--- config.mk ---
export PLATFORM = sky130hd
export DESIGN_NAME = seq_restoring_divider_16
export DESIGN_NICKNAME = d
export VERILOG_FILES = /design/src/rtl/seq_restoring_divider_16.sv
export SDC_FILE = /design/constraint.sdc
export NUM_CORES = 1
export LEC_CHECK = 0
export ABC_AREA = 1
export CAP_MARGIN = 20
export CORE_MARGIN = 3
export CORE_UTILIZATION = 67
export DETAILED_ROUTE_END_ITERATION = 7
export DONT_BUFFER_PORTS = 1
export PLACE_DENSITY = 0.85
export SKIP_LAST_GASP = 1
export SLEW_MARGIN = 30
export SYNTH_ARGS = -nofsm -noshare
export SYNTH_HDL_FRONTEND = slang
export SYNTH_SLANG_ARGS = --single-unit
--- constraint.sdc ---
create_clock -name clk -period 4.5 [get_ports clk]
set_input_delay 0.45 -clock clk [delete_from_list [all_inputs] [get_ports clk]]
set_output_delay 0.45 -clock clk [all_outputs]
set_load 0.02 [all_outputs]
--- src/rtl/seq_restoring_divider_16.sv ---
`default_nettype none
// ============================================================================
// Module      : seq_restoring_divider_16
// Description : Multi-cycle restoring integer divider. One trial subtraction
//               (a + ~b + 1) per cycle produces one quotient bit. Operands
//               are captured on an accepted start, and a one-cycle done pulse
//               marks valid results.
// Build option: DIV_SIGNED_EN - two's-complement operands. Magnitudes are
//               divided unsigned, then a FIX cycle applies the signs
//               (quotient truncates toward zero, remainder follows the
//               dividend).
// Ports       :
//   clk          in   1      rising-edge clock
//   rst          in   1      synchronous active-high reset
//   start        in   1      request, sampled only while not busy
//   dividend     in   WIDTH  numerator, captured on accepted start
//   divisor      in   WIDTH  denominator, captured on accepted start
//   busy         out  1      operation in progress
//   done         out  1      one-cycle pulse, results valid
//   quotient     out  WIDTH  result, held until next accepted start
//   remainder    out  WIDTH  result, held until next accepted start
//   div_by_zero  out  1      status of the last operation
// Revision    : 1.0 - initial release
// ============================================================================
module seq_restoring_divider_16 #(
    parameter int WIDTH = 16
) (
    input  logic             clk,
    input  logic             rst,
    input  logic             start,
    input  logic [WIDTH-1:0] dividend,
    input  logic [WIDTH-1:0] divisor,
    output logic             busy,
    output logic             done,
    output logic [WIDTH-1:0] quotient,
    output logic [WIDTH-1:0] remainder,
    output logic             div_by_zero
);

    localparam int                c_CW       = (WIDTH <= 2) ? 1 : $clog2(WIDTH);
    localparam logic [c_CW-1:0]   c_CNT_INIT = c_CW'(WIDTH - 1);
    localparam logic [c_CW-1:0]   c_CNT_ONE  = c_CW'(1);

    localparam logic [1:0] c_ST_IDLE = 2'd0;
    localparam logic [1:0] c_ST_RUN  = 2'd1;
    localparam logic [1:0] c_ST_DONE = 2'd2;
    localparam logic [1:0] c_ST_FIX  = 2'd3;

    logic [1:0]       r_state;
    logic [WIDTH:0]   r_rem;        // partial remainder, one guard bit wide
    logic [WIDTH-1:0] r_q;          // dividend shifts out, quotient shifts in
    logic [WIDTH-1:0] r_d;
    logic [c_CW-1:0]  r_cnt;
    logic             r_busy;
    logic             r_done;
    logic [WIDTH-1:0] r_quotient;
    logic [WIDTH-1:0] r_remainder;
    logic             r_dbz;

    logic [WIDTH:0]   w_shift;
    logic [WIDTH+1:0] w_trial;
    logic             w_carry;
    logic [WIDTH:0]   w_diff;
    logic [WIDTH:0]   w_rem_next;
    logic [WIDTH-1:0] w_q_next;
    logic [WIDTH-1:0] w_mag_a;
    logic [WIDTH-1:0] w_mag_b;
    logic             w_unused;

    // Shift {R,Q} left by one; R stays below D, so WIDTH+1 bits always hold it.
    assign w_shift = {r_rem[WIDTH-1:0], r_q[WIDTH-1]};

    // Trial subtraction shift - D as shift + ~D + 1. Carry out set means the
    // difference is non-negative and the quotient bit is 1.
    assign w_trial    = {1'b0, w_shift} + {1'b0, ~{1'b0, r_d}}
                      + {{(WIDTH+1){1'b0}}, 1'b1};
    assign w_carry    = w_trial[WIDTH+1];
    assign w_diff     = w_trial[WIDTH:0];
    assign w_rem_next = w_carry ? w_diff : w_shift;
    assign w_q_next   = {r_q[WIDTH-2:0], w_carry};

    // The guard bit of the stored remainder is always zero between steps.
    assign w_unused = r_rem[WIDTH];

`ifdef DIV_SIGNED_EN
    logic             r_neg_q;
    logic             r_neg_r;
    logic [WIDTH-1:0] w_q_fix;
    logic [WIDTH-1:0] w_r_fix;

    // MIN_INT keeps its own bit pattern under negation, which is also the
    // correct unsigned magnitude, so MIN_INT/-1 falls out as MIN_INT rem 0.
    assign w_mag_a = dividend[WIDTH-1] ? (~dividend + {{(WIDTH-1){1'b0}}, 1'b1}) : dividend;
    assign w_mag_b = divisor[WIDTH-1]  ? (~divisor  + {{(WIDTH-1){1'b0}}, 1'b1}) : divisor;
    assign w_q_fix = r_neg_q ? (~r_q + {{(WIDTH-1){1'b0}}, 1'b1}) : r_q;
    assign w_r_fix = r_neg_r ? (~r_rem[WIDTH-1:0] + {{(WIDTH-1){1'b0}}, 1'b1})
                             : r_rem[WIDTH-1:0];
`else
    assign w_mag_a = dividend;
    assign w_mag_b = divisor;
`endif

    always_ff @(posedge clk) begin
        if (rst) begin
            r_state     <= c_ST_IDLE;
            r_rem       <= '0;
            r_q         <= '0;
            r_d         <= '0;
            r_cnt       <= '0;
            r_busy      <= 1'b0;
            r_done      <= 1'b0;
            r_quotient  <= '0;
            r_remainder <= '0;
            r_dbz       <= 1'b0;
`ifdef DIV_SIGNED_EN
            r_neg_q     <= 1'b0;
            r_neg_r     <= 1'b0;
`endif
        end else begin
            case (r_state)
                c_ST_IDLE, c_ST_DONE: begin
                    r_done  <= 1'b0;
                    r_state <= c_ST_IDLE;
                    if (start) begin
                        if (divisor == '0) begin
                            // No iteration needed: report straight away.
                            r_state     <= c_ST_DONE;
                            r_done      <= 1'b1;
                            r_quotient  <= '1;
                            r_remainder <= dividend;
                            r_dbz       <= 1'b1;
                        end else begin
                            r_state <= c_ST_RUN;
                            r_busy  <= 1'b1;
                            r_dbz   <= 1'b0;
                            r_rem   <= '0;
                            r_q     <= w_mag_a;
                            r_d     <= w_mag_b;
                            r_cnt   <= c_CNT_INIT;
`ifdef DIV_SIGNED_EN
                            r_neg_q <= dividend[WIDTH-1] ^ divisor[WIDTH-1];
                            r_neg_r <= dividend[WIDTH-1];
`endif
                        end
                    end
                end

                c_ST_RUN: begin
                    r_rem <= w_rem_next;
                    r_q   <= w_q_next;
                    r_cnt <= r_cnt - c_CNT_ONE;
                    if (r_cnt == '0) begin
`ifdef DIV_SIGNED_EN
                        r_state <= c_ST_FIX;
`else
                        r_state     <= c_ST_DONE;
                        r_busy      <= 1'b0;
                        r_done      <= 1'b1;
                        r_quotient  <= w_q_next;
                        r_remainder <= w_rem_next[WIDTH-1:0];
`endif
                    end
                end

`ifdef DIV_SIGNED_EN
                c_ST_FIX: begin
                    r_state     <= c_ST_DONE;
                    r_busy      <= 1'b0;
                    r_done      <= 1'b1;
                    r_quotient  <= w_q_fix;
                    r_remainder <= w_r_fix;
                end
`endif

                default: begin
                    r_state <= c_ST_IDLE;
                    r_busy  <= 1'b0;
                    r_done  <= 1'b0;
                end
            endcase
        end
    end

    assign busy        = r_busy;
    assign done        = r_done;
    assign quotient    = r_quotient;
    assign remainder   = r_remainder;
    assign div_by_zero = r_dbz;

endmodule
`default_nettype wire

**After elaboration in Yosys (flattened, before gate mapping)**

Cells that the tools add are included.

- Bits of input ports: 35
- Logic and storage cells: 61
- Flip-flop bits (word level): 89
- Output and inout bits: 35

- Reductions and logical operators: 10
- Bitwise operators: 2
- Mux-type cells: 30
- Add/sub/neg operators: 3
- Equality and inequality tests: 6

Operators by type and width:

| cell | count |
|---|---|
| $mux W16 | 11 |
| $pmux W16 S2 | 4 |
| $add A17 B17 Y18 | 1 |
| $add A18 B1 Y18 const B | 1 |
| $not A16 Y17 | 1 |
| $logic_not A16 Y1 | 1 |
| $reduce_and A3 Y1 | 3 |
| $mux W4 | 2 |
| $ne A2 B2 Y1 const B | 4 |
| $pmux W4 S2 | 1 |
| $mux W1 | 6 |
| $mux W2 | 3 |
| $logic_not A4 Y1 | 1 |
| $pmux W1 S2 | 2 |
| $pmux W2 S2 | 1 |
| $reduce_and A4 Y1 | 1 |
| $sub A4 B1 Y4 const B | 1 |
| $eq A2 B1 Y1 const B | 1 |
| $eq A2 B2 Y1 const B | 1 |
| $logic_not A2 Y1 | 1 |
| $reduce_and A2 Y1 | 1 |
| $reduce_bool A2 Y1 | 1 |
| $reduce_or A2 Y1 | 1 |
| $not A1 Y1 | 1 |

**Depth between registers and ports, before layout**

Gate-level depths: netlist of run 1.

- Depth in word-level cells: 6
- Depth in mapped cells: 16
- Mapped depth without buffers: 16

**Worst setup path before layout of run 1**

Ideal clock, no wire load.

- Kind: reg-to-reg
- Start point: register r_d[12]
- End point: register r_remainder[10], in the netlist remainder[10]
- Buffers on the path: 1
- Setup time: 0.109 ns
- Data required time: 4.391 ns
- Clock period less this slack: 1.866 ns
- Arrival time: 1.757 ns
- Cell stages (with the launch flop): 14
- Path slack: 2.634 ns
- Path through: dfxtp_1 inv_1 ha_1 nand2_1 inv_1 nand2_1 nand3_1 a21oi_2 a21oi_4 buf_6 nand2_2 nand3_1 nand2_1 inv_1

- Longest elaborated chain between the ends: 6

Ends and longest elaborated chain:

| element | RTL line | RTL |
|---|---|---|
| start: declaration | 52 | `logic [WIDTH-1:0] r_d;` |
| start signal: assignment | 138 | `r_d <= w_mag_b;` |
| $not A16 Y17 | 75 | `assign w_trial = {1'b0, w_shift} + {1'b0, ~{1'b0, r_d}}` |
| $add A17 B17 Y18 | 75 |  |
| $add A18 B1 Y18 | 76 | `+ {{(WIDTH+1){1'b0}}, 1'b1};` |
| $mux W16 | 79 | `assign w_rem_next = w_carry ? w_diff : w_shift;` |
| $mux W16 | 152 | `if (r_cnt == '0) begin` |
| $pmux W16 S2 | 120 | `case (r_state)` |
| end signal: assignment | 130 | `r_remainder <= dividend;` |
| end signal: assignment | 160 | `r_remainder <= w_rem_next[WIDTH-1:0];` |
| end: declaration | 57 | `logic [WIDTH-1:0] r_remainder;` |

No other way between the ends. The select of a mux whose other input is x is not followed.
A chain may end at the register's enable or synchronous reset.

**Worst setup path in the final report of run 1**

- Start point: register r_d[2]
- End point: register r_remainder[0], in the netlist remainder[0]

Same word-level chain as after synthesis.

==> metrics.md, run 1 <==
| Metric | Value |
|---|---|
| Status | `complete, no violations` |
| RSZ-0062 raised after global routing | `no` |
| Std cell rows | `30` |
| Overflow after GRT | `0` |
| Most frequent cells after synthesis | `nand2_1 (155), nor2_1 (92), inv_1 (91), dfxtp_1 (88), nand3_1 (66)` |
| Compound-Gate Fraction of Synth Area | `0.134` |
| Count leader, synth | `nand2_1` |
| Port Buffers | `0` |
| Design Area, Final | `4940 um^2` |
| Final WL | `12000 um` |
| Clock Tree Root | `clkbuf_8` |
| R2R depth | `12` |
| Longest Clk Path Bufs | `2` |
| Share of cells above drive strength 1 | `0.0584` |
| Maximum number of pins on one net before global-route repair | `a little under 70` |
| CTS Buf Count | `9` |
| Worst-Skew Late Latency | `0.36 ns` |
| XOR/XNOR share of the synthesized area | `0.0185` |
| Simple-gate share of the synthesized area | `0.320` |
| Cell family with most CP delay | `simple AND/OR/NAND/NOR gates` |
| Total GRT Usage | `0.299` |
| CP cell instances | `inv_1, ha_1, nand2_1, nor2_1, nand3_1, nand3_2, nand2_4, a21oi_4, nand2_1, nand3_1, nand2_1, inv_1` |
| Hold Startpoint | `rst` |
| Min Tclk post-route | `2.47 ns` |
| Via count | `about 4600` |
| Seq/Total Area, Yosys | `0.371` |
| Worst-path clk slew | `0.09 ns` |
| RePlAce Congestion | `about 0.91` |
| Hold WS | `0.144 ns` |
| Synth Flop Type | `dfxtp_1` |
| Final #Nets | `750` |
| Setup Crit Path Kind | `register to register` |
| #FFs+latches synth | `88` |
| Remaining antenna violation count | `0` |
| Max Slew Vio Count | `0` |
| Clk_skew | `between 0.007 and 0.008 ns` |
| Post-CTS resize count | `0` |
| DRC | `0` |
| CTS H-tree lvls | `3` |
| Critical path's largest stage delay | `0.56 ns` |
| ANT cells | `0` |
| TritonCTS clock tree | `done` |
| Worst r2r dst | `remainder[0]` |
| Lkg Pwr | `~2.5 nW` |
| Router iterations before antenna repair | `5` |
| Hold Crit Class | `input port to register` |
| Synth warn | `0` |
| Sequential power share | `0.476` |
| Synth area leader | `dfxtp_1` |
| Startpoint types | `register` |
| Setup violators final | `0` |
| Hold_buf cts | `0` |
| Unique masters post-synth | `34` |
| Endpoints failing hold | `0` |
| Fraction of registers with async set/reset | `0` |
| Synth Area in Adders | `0.0490` |
| Tot Pwr | `1.99 mW` |
| Die width | `90.2 um` |
| Drt wl/cell | `15.0 um` |
| Number of enable flip-flop cells after synthesis | `0` |
| Vias per inst | `5.77` |
| Initial core utilization | `0.695` |
| Die Y | `90.2 um` |
| WP data arrival | `~2.8 ns` |
| Clock sinks | `88` |
| Detailed placer's ending HPWL | `8550 um` |
| Post-Synthesis Cells | `~700` |
| Crit path capture type | `register` |
| Die ar. | `8130 um^2` |
| Average size of a mapped cell | `6.63 um^2` |
| Slew HR | `0.590` |
| Max Fanout on Critical Path | `18` |
| Max Clock Freq | `between 400 and 500 MHz` |
| PwrDens | `404 nW/um^2` |
| Multiplexer share of the synthesized area | `0` |
| Setup TNS | `0 ns` |
| Net Sw Frac | `0.356` |
| Reg2reg start | `r_d[2]` |
| Initial antenna violation count | `0` |
| Clock share of power | `0.286` |
| Dominant cells by area after synthesis | `dfxtp_1 (37%), nand2_1 (12%), nor2_1 (7.3%), inv_1 (7.2%), nand3_1 (7.0%)` |
| Combinational share of power | `0.237` |
| Vias in the first global route | `4269` |
| Largest family of logic cells by synthesized area | `simple AND/OR/NAND/NOR gates` |
| WP data required | `4.81 ns` |
| P&R area growth vs syn | `4.14%` |
| Buffers & Inverters on Critical Path | `2` |
| Postcts setup bufs | `0` |
| Syn_nets | `about 770` |
| Most frequent cell on the critical path | `nand2_1` |
| Wire length of the first global-routing pass | `19900 um` |
| Worst R2R Setup Slack | `2.03 ns` |
| I/O pin count | `70` |
| Worst-Margin Slew | `0.614 ns` |
| Switching Power | `0.710 mW` |
| Internal | `1.29 mW` |
| Top-area cell type share of the netlist area | `0.371` |
| Final period utilization | `0.548` |
| Iter 0 DRT Violations | `~460` |
| Synthesized area | `4750 um^2` |
| Max-Cap Viols | `0` |
| Worst path slowest cell | `a21oi_4` |
| Core footprint | `6830 um^2` |
| Hold path endpoint | `r_state[0]` |
| VDD IR max | `0.279 mV` |
| Worst hold stages | `1` |
| DP Area | `around 4700 um^2` |
[worst reg2reg max path, stage by stage (launching register included)]
cell	delay, ns
dfxtp_1	0.34
inv_1	0.06
ha_1	0.39
nand2_1	0.08
nor2_1	0.15
nand3_1	0.12
nand3_2	0.12
nand2_4	0.16
a21oi_4	0.56
nand2_1	0.17
nand3_1	0.15
nand2_1	0.07
inv_1	0.05
[layout by cell type (no fill, tap or decap), types with 2 or more instances in the layout]
master / netlist / layout
o21ai_0: 52 / 52
nor3_1: 3 / 3
nand3_1: 66 / 66
xor2_1: 9 / 9
clkbuf_8: 0 / 10
inv_1: 91 / 91
clkbuf_1: 22 / 2
o211ai_1: 2 / 2
nor2_1: 92 / 92
nand2_2: 11 / 12
nand4_1: 17 / 17
and2_1: 2 / 2
a21oi_1: 46 / 46
a31oi_1: 15 / 15
ha_1: 17 / 17
nand2_1: 155 / 154
dfxtp_1: 88 / 88
inv_2: 2 / 2
buf_4: 3 / 4
[registers in the layout, indices dropped and copies added (netlist names)]
| name | flops |
|---|---|
| remainder | 16 |
| r_q | 16 |
| r_state | 1 |
| quotient | 16 |
| r_cnt | 4 |
| div_by_zero | 1 |
| r_rem | 16 |
| done | 1 |
| busy | 1 |
| r_d | 16 |
[how the worst max path moves through the flow]
stage,start,to,slack (ns),depth (start not counted)
2_1_floorplan,r_d[12],remainder[10],2.63,13
3_3_place_gp,done,r_q[2],1.86,4
3_5_place_dp,done,r_q[2],1.74,4
4_1_cts,done,r_q[15],1.73,4
5_1_grt,done,remainder[9],1.76,9
6_report,r_d[2],remainder[0],2.03,12
[power by group through the flow]
| stage | sequential [mW] | clock, mW | combinational (mW) |
|---|---|---|---|
| global placement | 0.966 | 0 | 0.446 |
| finish | 0.950 | 0.571 | 0.473 |
| detailed placement | 0.967 | 0 | 0.463 |
| floorplan | 0.951 | 0 | 0.383 |
| CTS | 0.950 | 0.579 | 0.466 |
| global route | 0.958 | 0.606 | 0.539 |
[stage by stage]
step	setup slack, ns	cells	util
after detailed placement	1.74	782	0.694
after CTS	1.73	798	0.723
after floorplan	2.63	716	-
after global placement	1.86	782	0.694
final	2.03	798	0.724
after global routing	1.76	798	0.724
[routing by layer]
layer / wire length (um) / GRT usage / vias to the layer above
met2: 5660 / 0.486 / 186
li1: - / - / 2270
met3: 993 / 0.0736 / 34
met4: 337 / 0.128 / 0
met5: 0 / 0 / -
met1: 5010 / 0.379 / 2111
[cell families (layout without fill, tap and decap cells)]
family / Yosys count / count (layout)
and+or+nand+nor: 353 / 353
buffers and inverters: 128 / 114
DFF: 88 / 88
AOI/OAI and AO/OA: 119 / 119
adders and majority gates: 18 / 18
xor gates and xnor gates: 10 / 10
[cell type report]
class / count / area (um^2)
clock buffer: 12 / 145
clock inverter: 4 / 52.6
fill: 615 / 1890
inverter: 94 / 353
multi-input combinational: 500 / 2480
sequential: 88 / 1760
tap: 96 / 120
timing repair buffer: 4 / 30.0
Power figures use the tool's default switching activity.
==> run 2, diff against run 1 <==
--- a/config.mk
+++ b/config.mk
@@ -8,10 +8,10 @@
 export ABC_AREA = 1
 export CAP_MARGIN = 20
 export CORE_MARGIN = 3
-export CORE_UTILIZATION = 67
+export CORE_UTILIZATION = 58
 export DETAILED_ROUTE_END_ITERATION = 7
 export DONT_BUFFER_PORTS = 1
-export PLACE_DENSITY = 0.85
+export PLACE_DENSITY = 0.78
 export SKIP_LAST_GASP = 1
 export SLEW_MARGIN = 30
 export SYNTH_ARGS = -nofsm -noshare
==> constraint.sdc (replaced) <==
create_clock -name clk -period 2.04 [get_ports clk]
set_input_delay 0.204 -clock clk [delete_from_list [all_inputs] [get_ports clk]]
set_output_delay 0.204 -clock clk [all_outputs]
set_load 0.02 [all_outputs]
==> metrics.md, run 2 (synthesized netlist as in run 1, its figures left out) <==
| Metric | Value |
|---|---|
| Max Clock Freq | `510 MHz` |
| DP Area | `4950 um^2` |
| Fillcell total | `710` |
| Hold Crit Class | `input port to register` |
| Tot Pwr | `4.65 mW` |
| Router iterations before antenna repair | `5` |
| Longest Clk Path Bufs | `2` |
| R2R depth | `12` |
| Critical path's largest stage delay | `0.31 ns` |
| I/O pin count | `70` |
| Setup Crit Path Kind | `register to register` |
| Vias in the first global route | `4364` |
| Clk_skew | `0.00996 ns` |
| Worst-path clk slew | `~0.10 ns` |
| RePlAce Congestion | `0.906` |
| PwrDens | `851 nW/um^2` |
| Initial core utilization | `0.605` |
| Worst hold stages | `2` |
| Final period utilization | `0.960` |
| Final WL | `13000 um` |
| Clock sinks | `88` |
| Worst-Skew Late Latency | `0.37 ns` |
| Wire length of the first global-routing pass | `20600 um` |
| Max-Cap Viols | `0` |
| P&R area growth vs syn | `15.1%` |
| RSZ-0062 raised after global routing | `yes` |
| Crit path capture type | `register` |
| Startpoint types | `register` |
| Lkg Pwr | `approximately 2.7 nW` |
| Setup violators final | `0` |
| WP data arrival | `2.27 ns` |
| DRC | `0` |
| VDD IR max | `0.641 mV` |
| Postcts setup bufs | `0` |
| Die Y | `about 96 um` |
| Initial antenna violation count | `0` |
| Remaining antenna violation count | `0` |
| M2 GR Usage | `0.470` |
| Std cell rows | `32` |
| Core footprint | `7850 um^2` |
| TritonCTS clock tree | `done` |
| ANT cells | `0` |
| CP cell instances | `inv_1, ha_4, nand2_1, nor3_4, and2_2, nand2_4, a21oi_4, buf_12, nand2_2, nand3_1, nand2_1, inv_1` |
| Vias per inst | `between 5 and 6` |
| Share of cells above drive strength 1 | `0.116` |
| Final #Nets | `around 790` |
| Hold path endpoint | `r_q[11]` |
| Max Fanout on Critical Path | `17` |
| Drt wl/cell | `15.4 um` |
| Die ar. | `between 9000 and 10000 um^2` |
| Hold Startpoint | `dividend[11]` |
| Iter 0 DRT Violations | `~410` |
| Status | `complete, no violations` |
| Design Area, Final | `roughly 5500 um^2` |
| Post-route core utilization | `0.696` |
| Total GRT Usage | `0.284` |
| Most frequent cells in the layout | `nand2_1 (151), nor2_1 (92), inv_1 (91), dfxtp_1 (87), nand3_1 (64)` |
| Worst R2R Setup Slack | `around 0.081 ns` |
| Via count | `4712` |
| Worst path slowest cell | `dfxtp_1` |
| Worst r2r dst | `remainder[6]` |
| Die width | `between 90 and 100 um` |
| Reg2reg start | `r_d[14]` |
| Max Slew Vio Count | `0` |
| CTS H-tree lvls | `3` |
| Met1 Use GR | `0.367` |
| Grt met3 use | `0.0775` |
| WP data required | `2.36 ns` |
| Endpoints failing hold | `0` |
| Overflow after GRT | `0` |
| Maximum number of pins on one net before global-route repair | `40` |
| CTS Buf Count | `9` |
| Slew HR | `0.481` |
| Min Tclk post-route | `1.96 ns` |
| Clock Tree Root | `clkbuf_8` |
| Detailed placer's ending HPWL | `around 9200 um` |
| Most common cell after layout, fill and taps aside | `nand2_1` |
| Worst-Margin Slew | `a little under 0.8 ns` |
| Port Buffers | `0` |
| GR peak layer | `met2` |
run 2: worst max-delay path: cells and delay by family (launching register included):
kind | cells | cell delay (ns)
AO/OA/AOI/OAI | 1 | 0.14
adder cells (fa/ha/maj) | 1 | 0.31
buffers and inverters | 3 | 0.30
flip-flops | 1 | 0.31
AND/OR/NAND/NOR | 7 | 0.86
run 2: where the power goes:
group          internal (mW)  switching [mW]  total (mW)
clock                  0.616           0.698        1.31
combinational          0.464           0.772        1.24
sequential              1.89           0.209        2.10
run 2: how the worst max path moves through the flow:
stage,startpoint,endpoint,slack (ns)
floorplan,r_d[12],remainder[10],0.17
global placement,r_d[14],r_rem[3],0.08
detailed placement,r_d[14],r_rem[3],0.04
CTS,r_state[0],remainder[13],0.00003
global route,r_d[14],remainder[5],-0.06
finish,r_d[14],remainder[6],0.08
run 2: per-stage QoR:
step                      instances  TNS, ns  worst slack [ns]  hold WS [ns]
final                           846        0            0.0811       0.00524
after global routing            846   -0.791           -0.0573       0.00172
after CTS                       845        0         0.0000326       0.00154
after detailed placement        813        0            0.0382         0.280
after global placement          813        0            0.0819         0.276
after floorplan                 716        0             0.174         0.351
run 2: layout make-up:
class,instances,area (um^2),area share
Inverter,94,358,0.0655
Clock inverter,6,73.8,0.0135
Sequential cell,88,1760,0.323
Multi-Input combinational cell,500,2600,0.476
Clock buffer,10,138,0.0252
Timing Repair Buffer,46,405,0.0742
Tap cell,102,128,0.0234
run 2: per-layer routing:
metal,part of all wire,up-vias
met5,0,-
met4,0.013,0
met3,0.080,14
met2,0.48,157
met1,0.43,2183
li1,-,2358
run 2: repair_timing:
item	4_1_cts	5_1_grt
hold buffers	16	0
endpoints found under the setup margin	0	49
endpoints found under the hold margin	32	0
gates resized for setup	0	29
==> run 3, diff against run 2 <==
--- a/config.mk
+++ b/config.mk
@@ -7,13 +7,14 @@
 export LEC_CHECK = 0
 export ABC_AREA = 1
 export CAP_MARGIN = 20
+export CORE_ASPECT_RATIO = 0.7
 export CORE_MARGIN = 3
 export CORE_UTILIZATION = 58
 export DETAILED_ROUTE_END_ITERATION = 7
 export DONT_BUFFER_PORTS = 1
 export PLACE_DENSITY = 0.78
 export SKIP_LAST_GASP = 1
-export SLEW_MARGIN = 30
+export SLEW_MARGIN = 20
 export SYNTH_ARGS = -nofsm -noshare
 export SYNTH_HDL_FRONTEND = slang
 export SYNTH_SLANG_ARGS = --single-unit
==> metrics.md, run 3 (synthesized netlist as in run 1, its figures left out) <==
| Metric | Value |
|---|---|
| Startpoint types | `register` |
| DRT met1 WL | `about 6200 um` |
| Worst-Margin Slew | `0.701 ns` |
| Cell family with most CP delay | `simple AND/OR/NAND/NOR gates` |
| Share of cells above drive strength 1 | `0.162` |
| Fillcell total | `582` |
| Worst R2R Setup Slack | `0.005 ns` |
| Total GRT Usage | `0.312` |
| Clock Tree Root | `clkbuf_16` |
| Std cell rows | `26` |
| Status | `complete, no violations` |
| Design Area, Final | `5680 um^2` |
| CP cell instances | `ha_1, nand2_2, nor3_4, and2_4, nand2_4, a21oi_4, clkbuf_16, nand2_2, nand3_1, nand2_1, inv_1` |
| Max layer used | `met4` |
| CTS Buf Count | `9` |
| Worst Setup EP | `r_rem[6]` |
| Overflow after GRT | `0` |
| DP Area | `4940 um^2` |
| Critical path depth in cells | `11` |
| Die ar. | `approximately 9300 um^2` |
| Clk_skew | `0.00537 ns` |
| Most frequent cells in the layout | `nand2_1 (145), nor2_1 (90), inv_1 (87), dfxtp_1 (80), nand3_1 (61)` |
| Maximum number of pins on one net before global-route repair | `36` |
| Iter 0 DRT Violations | `about 610` |
| Most frequent cell on the critical path | `nand2_2` |
| Slew HR | `0.531` |
| TritonCTS clock tree | `done` |
| Critical path's largest stage delay | `approximately 0.35 ns` |
| WP data arrival | `about 2.3 ns` |
| WP data required | `about 2.3 ns` |
| Setup TNS | `0 ns` |
| Setup Crit Path Kind | `register to register` |
| Remaining antenna violation count | `0` |
| Clock sinks | `around 90` |
| Setup violators final | `0` |
| Endpoints failing hold | `0` |
| I/O pin count | `70` |
| Crit path capture type | `register` |
| Hold Crit Class | `input port to register` |
| VDD IR max | `0.709 mV` |
| Max Slew Vio Count | `0` |
| Setup crit start | `r_rem[12]` |
| Worst-Skew Late Latency | `0.35 ns` |
| Max-Cap Viols | `0` |
| Core footprint | `roughly 7600 um^2` |
| Final #Nets | `just under 800` |
| Vias in the first global route | `4539` |
| Wire length of the first global-routing pass | `between 20000 and 25000 um` |
| DRC | `0` |
| Drt wl/cell | `17.5 um` |
| Min Tclk post-route | `2.03 ns` |
| P&R area growth vs syn | `19.6%` |
| Worst r2r dst | `r_rem[6]` |
| Tot Pwr | `between 5 and 6 mW` |
| RSZ-0062 raised after global routing | `yes` |
| Via count | `4944` |
| Most common cell after layout, fill and taps aside | `nand2_1` |
| Final period utilization | `0.997` |
| Final WL | `between 10000 and 15000 um` |
| Vias per inst | `5.91` |
| RePlAce Congestion | `0.944` |
| Die width | `114 um` |
| Router iterations before antenna repair | `6` |
| Worst-path clk slew | `0.07 ns` |
| Max Clock Freq | `491 MHz` |
| Initial antenna violation count | `0` |
| ANT cells | `0` |
| Port Buffers | `0` |
| Die Y | `slightly above 80 um` |
| Max Fanout on Critical Path | `8` |
| PwrDens | `888 nW/um^2` |
| Longest Clk Path Bufs | `2` |
| R2R depth | `11` |
| Buffers & Inverters on Critical Path | `2` |
| CTS H-tree lvls | `3` |
| Worst path slowest cell | `dfxtp_1` |
| Detailed placer's ending HPWL | `9790 um` |
| Reg2reg start | `r_rem[12]` |
| Metal3 WL | `2010 um` |
| WL met2 | `6200 um` |
| Initial core utilization | `0.624` |
| Lkg Pwr | `2.74 nW` |
## run 3: changes by cell type in the layout (fill, tap and decap cells not counted), sizes merged
cell / delta
bufinv: -1
buf: +5
dlygate4sd3: -13
clkinvlp: +1
clkbuf: +3
## run 3: worst min-delay path: cells and delay by family
kind	cells	cell delay [ns]
AND/OR/NAND/NOR	2	0.07
buffers and inverters	1	0.04
## run 3: how the worst min path moves through the flow
stage / end / start / slack (ns) / depth (start not counted)
floorplan: r_d[2] / divisor[2] / 0.35 / 2
global placement: r_d[2] / rst / 0.28 / 1
detailed placement: r_d[2] / rst / 0.28 / 1
CTS: remainder[5] / rst / 0.00005 / 3
global route: remainder[15] / rst / 0.007 / 3
finish: remainder[4] / rst / 0.007 / 3
## run 3: layout make-up
cell class | instances | area [um^2] | share of cell area
clock inverter | 6 | 43.8 | 0.00772
tap | 98 | 123 | 0.0216
clock buffer | 10 | 229 | 0.0403
sequential | 88 | 1770 | 0.313
timing repair buffer | 41 | 400 | 0.0705
inverter | 94 | 355 | 0.0626
multi-input combinational | 500 | 2750 | 0.485
## run 3: stage by stage
stage | hold slack (ns) | setup WS (ns) | util | instances
floorplan | 0.351 | 0.174 | - | 716
global placement | 0.276 | 0.0245 | 0.648 | 808
detailed placement | 0.279 | 0.00454 | 0.648 | 808
CTS | 0.0000476 | 0.00286 | 0.687 | 826
global route | 0.00715 | -0.0728 | 0.746 | 837
finish | 0.00717 | 0.00535 | 0.746 | 837
## run 3: per-layer routing
| layer | vias up | track usage |
|---|---|---|
| li1 | 2340 | - |
| met1 | 2276 | 0.426 |
| met2 | 295 | 0.463 |
| met3 | 33 | 0.115 |
| met4 | 0 | 0.0890 |
| met5 | - | 0 |
## run 3: power by group
group	internal (mW)	switching [mW]
registers	1.89	0.226
clock network	0.832	0.728
logic	0.526	0.839
## run 3: what timing repair did
item | CTS | global route
hold buffers | 2 | 1
setup endpoints to repair | 5 | 38
buffers inserted | 0 | 7
endpoints found under the hold margin | 14 | 1
pin swaps | 0 | 9
gates resized for setup | 1 | 60
gates cloned | 0 | 3
